===== config.mk =====
export PLATFORM = sky130hd
export DESIGN_NAME = sram_port_arbiter
export DESIGN_NICKNAME = d
export VERILOG_FILES = /design/src/rtl/sram_port_arbiter.sv
export SDC_FILE = /design/constraint.sdc
export NUM_CORES = 1
export LEC_CHECK = 0
export BUFFER_PORTS_ARGS = -buffer_cell sky130_fd_sc_hd__buf_2
export CORE_MARGIN = 5
export CORE_UTILIZATION = 36
export DETAILED_ROUTE_END_ITERATION = 12
export GPL_ROUTABILITY_DRIVEN = 0
export GPL_TIMING_DRIVEN = 0
export PLACE_DENSITY = 0.77
export SLEW_MARGIN = 30
export SYNTH_ARGS = -nofsm -noshare
export SYNTH_HDL_FRONTEND = slang
export SYNTH_SLANG_ARGS = --single-unit

===== constraint.sdc =====
create_clock -name clk -period 1.93 [get_ports clk]
set_input_delay 0.4825 -clock clk [delete_from_list [all_inputs] [get_ports clk]]
set_output_delay 0.4825 -clock clk [all_outputs]
set_load 0.05 [all_outputs]

===== src/rtl/sram_port_arbiter.sv =====
`default_nettype none
// ============================================================================
// Module      : sram_port_arbiter
// Description : Shares one synchronous single-port SRAM between the
//               instruction-fetch (IF) and load/store (MEM) requesters.
//               Data-first priority with a starvation guard for fetch.
//               Read data is returned to its owner one cycle after the grant
//               and held stable until that owner's next grant.
//               Optional macro ARB_PERF_CNT_EN adds conflict / forced-grant
//               performance counters.
// Revision    : 1.0 - initial release
// ============================================================================
module sram_port_arbiter #(
    parameter int STARVE_LIMIT = 4
) (
    input  logic        clk,
    input  logic        rst,
    input  logic        inst_req,
    input  logic [31:0] inst_addr,
    output logic        inst_gnt,
    output logic        inst_valid,
    output logic [31:0] inst_rdata,
    input  logic        data_req,
    input  logic [3:0]  data_wen,
    input  logic [31:0] data_addr,
    input  logic [31:0] data_wdata,
    output logic        data_gnt,
    output logic        data_valid,
    output logic [31:0] data_rdata,
    output logic        sram_en,
    output logic [3:0]  sram_wen,
    output logic [31:0] sram_addr,
    output logic [31:0] sram_wdata,
    input  logic [31:0] sram_rdata,
    output logic        stallreq_if,
    output logic        stallreq_mem
`ifdef ARB_PERF_CNT_EN
    ,
    output logic [31:0] perf_conflict_cnt,
    output logic [31:0] perf_starve_cnt
`endif
);

    localparam logic [3:0] c_starve_limit = 4'(STARVE_LIMIT);

    // Owner of the access whose response arrives in the current cycle
    localparam logic [1:0] c_own_none = 2'd0;
    localparam logic [1:0] c_own_inst = 2'd1;
    localparam logic [1:0] c_own_rd   = 2'd2;
    localparam logic [1:0] c_own_wr   = 2'd3;

    logic [3:0]  r_starve_cnt;
    logic [1:0]  r_owner;
    logic [1:0]  w_owner_nxt;
    logic [31:0] r_inst_hold;
    logic [31:0] r_data_hold;
    logic        w_both_req;
    logic        w_force_if;
    logic        w_inst_gnt;
    logic        w_data_gnt;
    logic        w_inst_cap;
    logic        w_data_cap;

    // Arbitration: MEM first, IF forced through once it has lost enough times.
    // Reset masks every grant so nothing is issued while the block is held.
    always_comb begin
        w_both_req = inst_req & data_req;
        w_force_if = w_both_req & (r_starve_cnt == c_starve_limit);
        w_inst_gnt = ~rst & inst_req & (~data_req | w_force_if);
        w_data_gnt = ~rst & data_req & ~w_inst_gnt;
    end

    assign inst_gnt     = w_inst_gnt;
    assign data_gnt     = w_data_gnt;
    assign stallreq_if  = ~rst & inst_req & ~w_inst_gnt;
    assign stallreq_mem = ~rst & data_req & ~w_data_gnt;

    // SRAM request mux; fetch never writes and an idle port drives zeros
    always_comb begin
        sram_en    = w_inst_gnt | w_data_gnt;
        sram_wen   = 4'b0000;
        sram_addr  = 32'h0000_0000;
        sram_wdata = 32'h0000_0000;
        if (w_inst_gnt) begin
            sram_addr  = inst_addr;
        end else if (w_data_gnt) begin
            sram_wen   = data_wen;
            sram_addr  = data_addr;
            sram_wdata = data_wdata;
        end
    end

    // Count consecutive lost cycles of a pending fetch, saturating at the limit
    always_ff @(posedge clk) begin
        if (rst) begin
            r_starve_cnt <= 4'd0;
        end else if (inst_req & ~w_inst_gnt) begin
            if (r_starve_cnt != c_starve_limit) begin
                r_starve_cnt <= r_starve_cnt + 4'd1;
            end
        end else begin
            r_starve_cnt <= 4'd0;
        end
    end

    // Owner state register
    always_ff @(posedge clk) begin
        if (rst) begin
            r_owner <= c_own_none;
        end else begin
            r_owner <= w_owner_nxt;
        end
    end

    // Owner next state follows whoever was granted this cycle
    always_comb begin
        w_owner_nxt = c_own_none;
        if (w_inst_gnt) begin
            w_owner_nxt = c_own_inst;
        end else if (w_data_gnt) begin
            w_owner_nxt = (data_wen == 4'b0000) ? c_own_rd : c_own_wr;
        end
    end

    // Response routing: valid pulses and same-cycle bypass of SRAM read data
    always_comb begin
        inst_valid = 1'b0;
        data_valid = 1'b0;
        w_inst_cap = 1'b0;
        w_data_cap = 1'b0;
        inst_rdata = r_inst_hold;
        data_rdata = r_data_hold;
        if (rst) begin
            // In-flight response is dropped and the holds read as cleared
            inst_rdata = 32'h0000_0000;
            data_rdata = 32'h0000_0000;
        end else begin
            case (r_owner)
                c_own_inst: begin
                    inst_valid = 1'b1;
                    w_inst_cap = 1'b1;
                    inst_rdata = sram_rdata;
                end
                c_own_rd: begin
                    data_valid = 1'b1;
                    w_data_cap = 1'b1;
                    data_rdata = sram_rdata;
                end
                c_own_wr: begin
                    data_valid = 1'b1;
                end
                default: begin
                    inst_valid = 1'b0;
                end
            endcase
        end
    end

    // Hold registers keep read data stable for stalled stages
    always_ff @(posedge clk) begin
        if (rst) begin
            r_inst_hold <= 32'h0000_0000;
            r_data_hold <= 32'h0000_0000;
        end else begin
            if (w_inst_cap) begin
                r_inst_hold <= sram_rdata;
            end
            if (w_data_cap) begin
                r_data_hold <= sram_rdata;
            end
        end
    end

`ifdef ARB_PERF_CNT_EN
    logic [31:0] r_perf_conflict_cnt;
    logic [31:0] r_perf_starve_cnt;

    // Performance counters: request conflicts and forced fetch grants, wrapping
    always_ff @(posedge clk) begin
        if (rst) begin
            r_perf_conflict_cnt <= 32'd0;
            r_perf_starve_cnt   <= 32'd0;
        end else begin
            if (w_both_req) begin
                r_perf_conflict_cnt <= r_perf_conflict_cnt + 32'd1;
            end
            if (w_force_if) begin
                r_perf_starve_cnt <= r_perf_starve_cnt + 32'd1;
            end
        end
    end

    assign perf_conflict_cnt = r_perf_conflict_cnt;
    assign perf_starve_cnt   = r_perf_starve_cnt;
`endif

endmodule
`default_nettype wire


==> results.toml, run 1 <==
[die]
rows = 35
die_h_microns = 108
fp.dieW_microns = 108
ioPinCount = 275
initial_core_util = 0.372

[clock_network]
cts_hold_buffers = 0
cts.sinks = 70
cts_buffers = 9
clk_path_buf_depth = 2
cts_htree_levels = 3
cts_resized = 609
ctsRootBufferMaster = "clkbuf_8"
post_cts_buffers = 45

[synthesis]
ys_seq_area_frac = 0.404
synth_area_sq_um = 3470
synth-edff-count = 0
syn_inst = 468
syn_nets = 606
synth_warnings = 0
synth.avg_cell_area_sq_um = 7.41
yosys.cell_types.count = 23
synth_flop_cell = "dfxtp_1"
synth_seq_cells = 70
ys_async_sr_fraction = 0

[placement]
dp_hpwl_microns = 12600
port_buffers = 273

[run_status]
failing_step = "4_1_cts"
error_line = "[ERROR DPL-0033] detailed placement checks failed during check placement."
status = "stopped before the end"
[metrics by stage]
| step | utilization | instance area (sq um) | hold WS, ns | setup WS [ns] | instances |
|---|---|---|---|---|---|
| detailed placement | 0.654 | 6100 | 0.458 | -0.391 | 870 |
| global placement | 0.654 | 6100 | 0.438 | -0.378 | 870 |
| floorplan | - | 4580 | 0.428 | -0.228 | 468 |
[cell families after synthesis]
logic type	count (synthesis)	share of synthesized area
multiplexers	1	0.00289
buffers and inverters	42	0.0653
AND/OR/NAND/NOR	188	0.243
flip-flops	70	0.404
adder cells (fa/ha/maj)	2	0.00721
AO/OA/AOI/OAI	165	0.278
[cells in the mapped netlist (2+ instances only)]
cell type,count,share of area
a21oi_1,130,0.19
a22o_1,32,0.081
and2_1,37,0.067
buf_2,13,0.019
buf_6,7,0.023
clkbuf_1,19,0.021
dfxtp_1,70,0.40
ha_1,2,0.0072
inv_1,2,0.0022
nand2_1,128,0.14
nand2b_1,6,0.011
nand3b_1,3,0.0065
nor2_1,7,0.0076
nor2b_1,3,0.0054
==> run 2, diff against run 1 <==
Settings changed: CORE_AREA set to 5 5 102 104, CORE_MARGIN 5 to not set, CORE_UTILIZATION 36 to not set, DIE_AREA set to 0 0 107 109, PLACE_DENSITY 0.77 to not set, PLACE_DENSITY_LB_ADDON set to 0.15.
Clock period 1.93 ns to 2.5 ns, I/O delays scaled along.
==> run 2 against run 1 <==
The flow now finishes, with violations (negative setup slack); area after synthesis stayed put; synthesized cell count stayed put.
==> results.toml, run 2 <==
[run_status]
status = "complete, but fails checks"
violations = "negative setup slack"

[worst_hold_path]
hold_path_class = "flip-flop to flip-flop"
holdPathStages = 2

[power_and_ir_drop]
powerDensity_nw_per_um2 = 535
switching_share = 0.351
p_sw_uw = 1180
clkPwrFrac = 0.305
seqPwrFrac = 0.353
power_frac_comb = 0.342
ir_drop_mv = 0.329
p_int_uw = 2180
p_leak_uw = 0.00300

[setup_path]
critPathLaunchType = "flip-flop"
crit_required_ns = 1.88
path_class = "flip-flop to primary output"
crit_path_max_incr_delay_ns = 0.34
setup.worst_path.end_class = "primary output"
r2r_setup_slack_ns = 1.09
reg2regPathDepth = 7
cp_cell_sequence = "inv_2, ha_4, and3b_2, a21oi_4, buf_12, buf_8, and2_1, buf_6"
slowest_stage = "dfxtp_2"
crit_start = "r_starve_cnt[1]$_SDFFE_PP0P_"
rr_endpoint = "r_owner[0]$_SDFF_PP0_"
crit_end = "sram_wdata[6]"
cp_max_fo = 10
cp.arrival_ns = 1.89
r2r-start = "r_starve_cnt[1]$_SDFFE_PP0P_"

[grt]
grt.total_usage = 0.264
grt_use_met2 = 0.451
globalRouteOverflowTotal = 0
met3_usage = 0.0995
antenna_found_initial = 0
grt_pass1_wl_microns = 23500
grt-busiest-layer = "met2"
use_met1 = 0.324
grt_pass1_vias = 4301
grt_max_degree = 13

[die]
die_h_microns = 109
core-area_sq_um = 9460
initial_core_util = 0.367
die_area_sq_um = 11700
fp.dieW_microns = 107
rows = 36
ioPinCount = 275

[placement]
port_buffers = 273
dp_hpwl_microns = 12600
dp_cells = 855
preCtsSetupSlack_ns = -0.135

[clock_network]
cts_htree_levels = 3
cts.sinks = 70
clk_path_buf_depth = 2
clk_pin_slew_ns = 0.08
clkLatencyLatePin_ns = 0.33
cts_hold_buffers = 0
cts_tree = "done"
ctsRootBufferMaster = "clkbuf_8"
cts_buffers = 9

[cells_and_area]
final_common_cell = "buf_2"
diodes = 0
fin_nets = 900
multiInputGateArea_sq_um = 2000
register_area_sq_um = 1400
final_cell_mix = "167 x buf_2, 128 x nand2_1, 127 x a21oi_1"
synthToLayoutAreaGrowth_pct = 80.7
layoutNonFillerInstCount = 881
top_regs = "r_data_hold (32), r_inst_hold (32), r_starve_cnt (4)"
fill_cells = 849
layout-drive-gt1-share = 0.490

[timing]
finalWorstSetupSlack_ns = -0.0110
tightest_slew_ns = 0.547
slew_violations = 0
finalHoldViolations = 0
slew_headroom = 0.635
setup_viol = 10
rsz0062_at_grt = "true"
fin_crit_ns = 2.51
period_share = 1.00
timing.fmax_ghz = 0.398
finClkSkew_ns = 0.00462
holdWs_ns = 0.466

[synthesis]
synth_area_sq_um = 3470
yosys.cell_count.top_type = "a21oi_1"
ys_async_sr_fraction = 0
synth-edff-count = 0
synth_flop_cell = "dfxtp_1"
synth_area_leaders = "dfxtp_1 40%, a21oi_1 19%, nand2_1 14%, a22o_1 8.1%, and2_1 6.7%"
yosysTopAreaCell = "dfxtp_1"
ys_top_cells_by_count = "130 x a21oi_1, 128 x nand2_1, 70 x dfxtp_1"
synth.avg_cell_area_sq_um = 7.41
syn_inst = 468
ys_seq_area_frac = 0.404
yosys.cell_types.count = 23
synth_seq_cells = 70
syn_nets = 606
synth_warnings = 0
synth_top_area_frac = 0.404

[route]
dr.pass1.iters = 4
vias = 4440
wire_per_inst_microns = 18.8
avgViaCountPerCell = 5.04
drt_iter0_drc = 222
drt-total-wl_microns = 16500
remaining_drc_errors = 0
ant_nets = 0

[flow_run]
cap_violations = 0
-- run 2: kinds of logic after synthesis --
family                     count (synthesis)  synth area share
AOI/OAI and AO/OA                        165             0.278
adders and majority gates                  2           0.00721
buffers and inverters                     42            0.0653
DFF                                       70             0.404
muxes                                      1           0.00289
and+or+nand+nor                          188             0.243
-- run 2: worst min path at each step --
stage / start / end / slack (ns)
6_report: r_inst_hold[2]$_SDFFE_PP0P_ / r_inst_hold[2]$_SDFFE_PP0P_ / 0.47
5_1_grt: r_inst_hold[21]$_SDFFE_PP0P_ / r_inst_hold[21]$_SDFFE_PP0P_ / 0.49
4_1_cts: r_inst_hold[17]$_SDFFE_PP0P_ / r_inst_hold[17]$_SDFFE_PP0P_ / 0.47
2_1_floorplan: r_data_hold[0]$_SDFFE_PP0P_ / r_data_hold[0]$_SDFFE_PP0P_ / 0.44
3_5_place_dp: r_inst_hold[17]$_SDFFE_PP0P_ / r_inst_hold[17]$_SDFFE_PP0P_ / 0.46
3_3_place_gp: r_inst_hold[2]$_SDFFE_PP0P_ / r_inst_hold[2]$_SDFFE_PP0P_ / 0.45
-- run 2: stage by stage --
step                      utilization  total power (uW)  area, sq um  setup TNS [ns]
after floorplan                     -              1850         3480           -2.79
after global placement          0.527              2140         4990           -2.45
after detailed placement        0.527              2160         4990           -4.90
after CTS                       0.618              3300         5840          -0.165
after global routing            0.663              3500         6270           -5.78
final                           0.663              3360         6270         -0.0552
-- run 2: timing repair --
item | 4_1_cts | 5_1_grt
buffers inserted | 7 | 1
pin swaps | 4 | 0
gates resized for setup | 186 | 131
cloned | 2 | 1
endpoints found under the setup margin | 133 | 133
-- run 2: layout make-up --
class / count / share of cell area
Buffer: 39 / 0.0471
Clock buffer: 11 / 0.0225
Clock inverter: 5 / 0.0130
Inverter: 2 / 0.00120
Multi-Input combinational cell: 356 / 0.319
Sequential cell: 70 / 0.224
Tap cell: 114 / 0.0227
Timing Repair Buffer: 284 / 0.350
-- run 2: worst max-delay path, delay by kind of cell (launching register included) --
kind,cells,cell delay [ns]
AOI/OAI and AO/OA,1,0.15
adders and majority gates,1,0.16
buffers and inverters,4,0.50
DFF,1,0.34
and+or+nand+nor,2,0.38
-- run 2: per-layer routing --
metal / vias up / part of all wire / wire, microns
li1: 2187 / - / -
met1: 2059 / 0.39 / 6500
met2: 180 / 0.51 / 8420
met3: 14 / 0.087 / 1440
met4: 0 / 0.010 / 172
met5: - / 0 / 0
-- run 2: power groups by stage --
stage | Combinational [uW] | Sequential (uW) | Clock (uW)
final | 1150 | 1180 | 1030
after detailed placement | 947 | 1210 | 0
after floorplan | 648 | 1210 | 0
after global routing | 1210 | 1190 | 1100
after global placement | 936 | 1210 | 0
after CTS | 1060 | 1180 | 1050
Note: power is estimated with default switching activity, not from simulation.
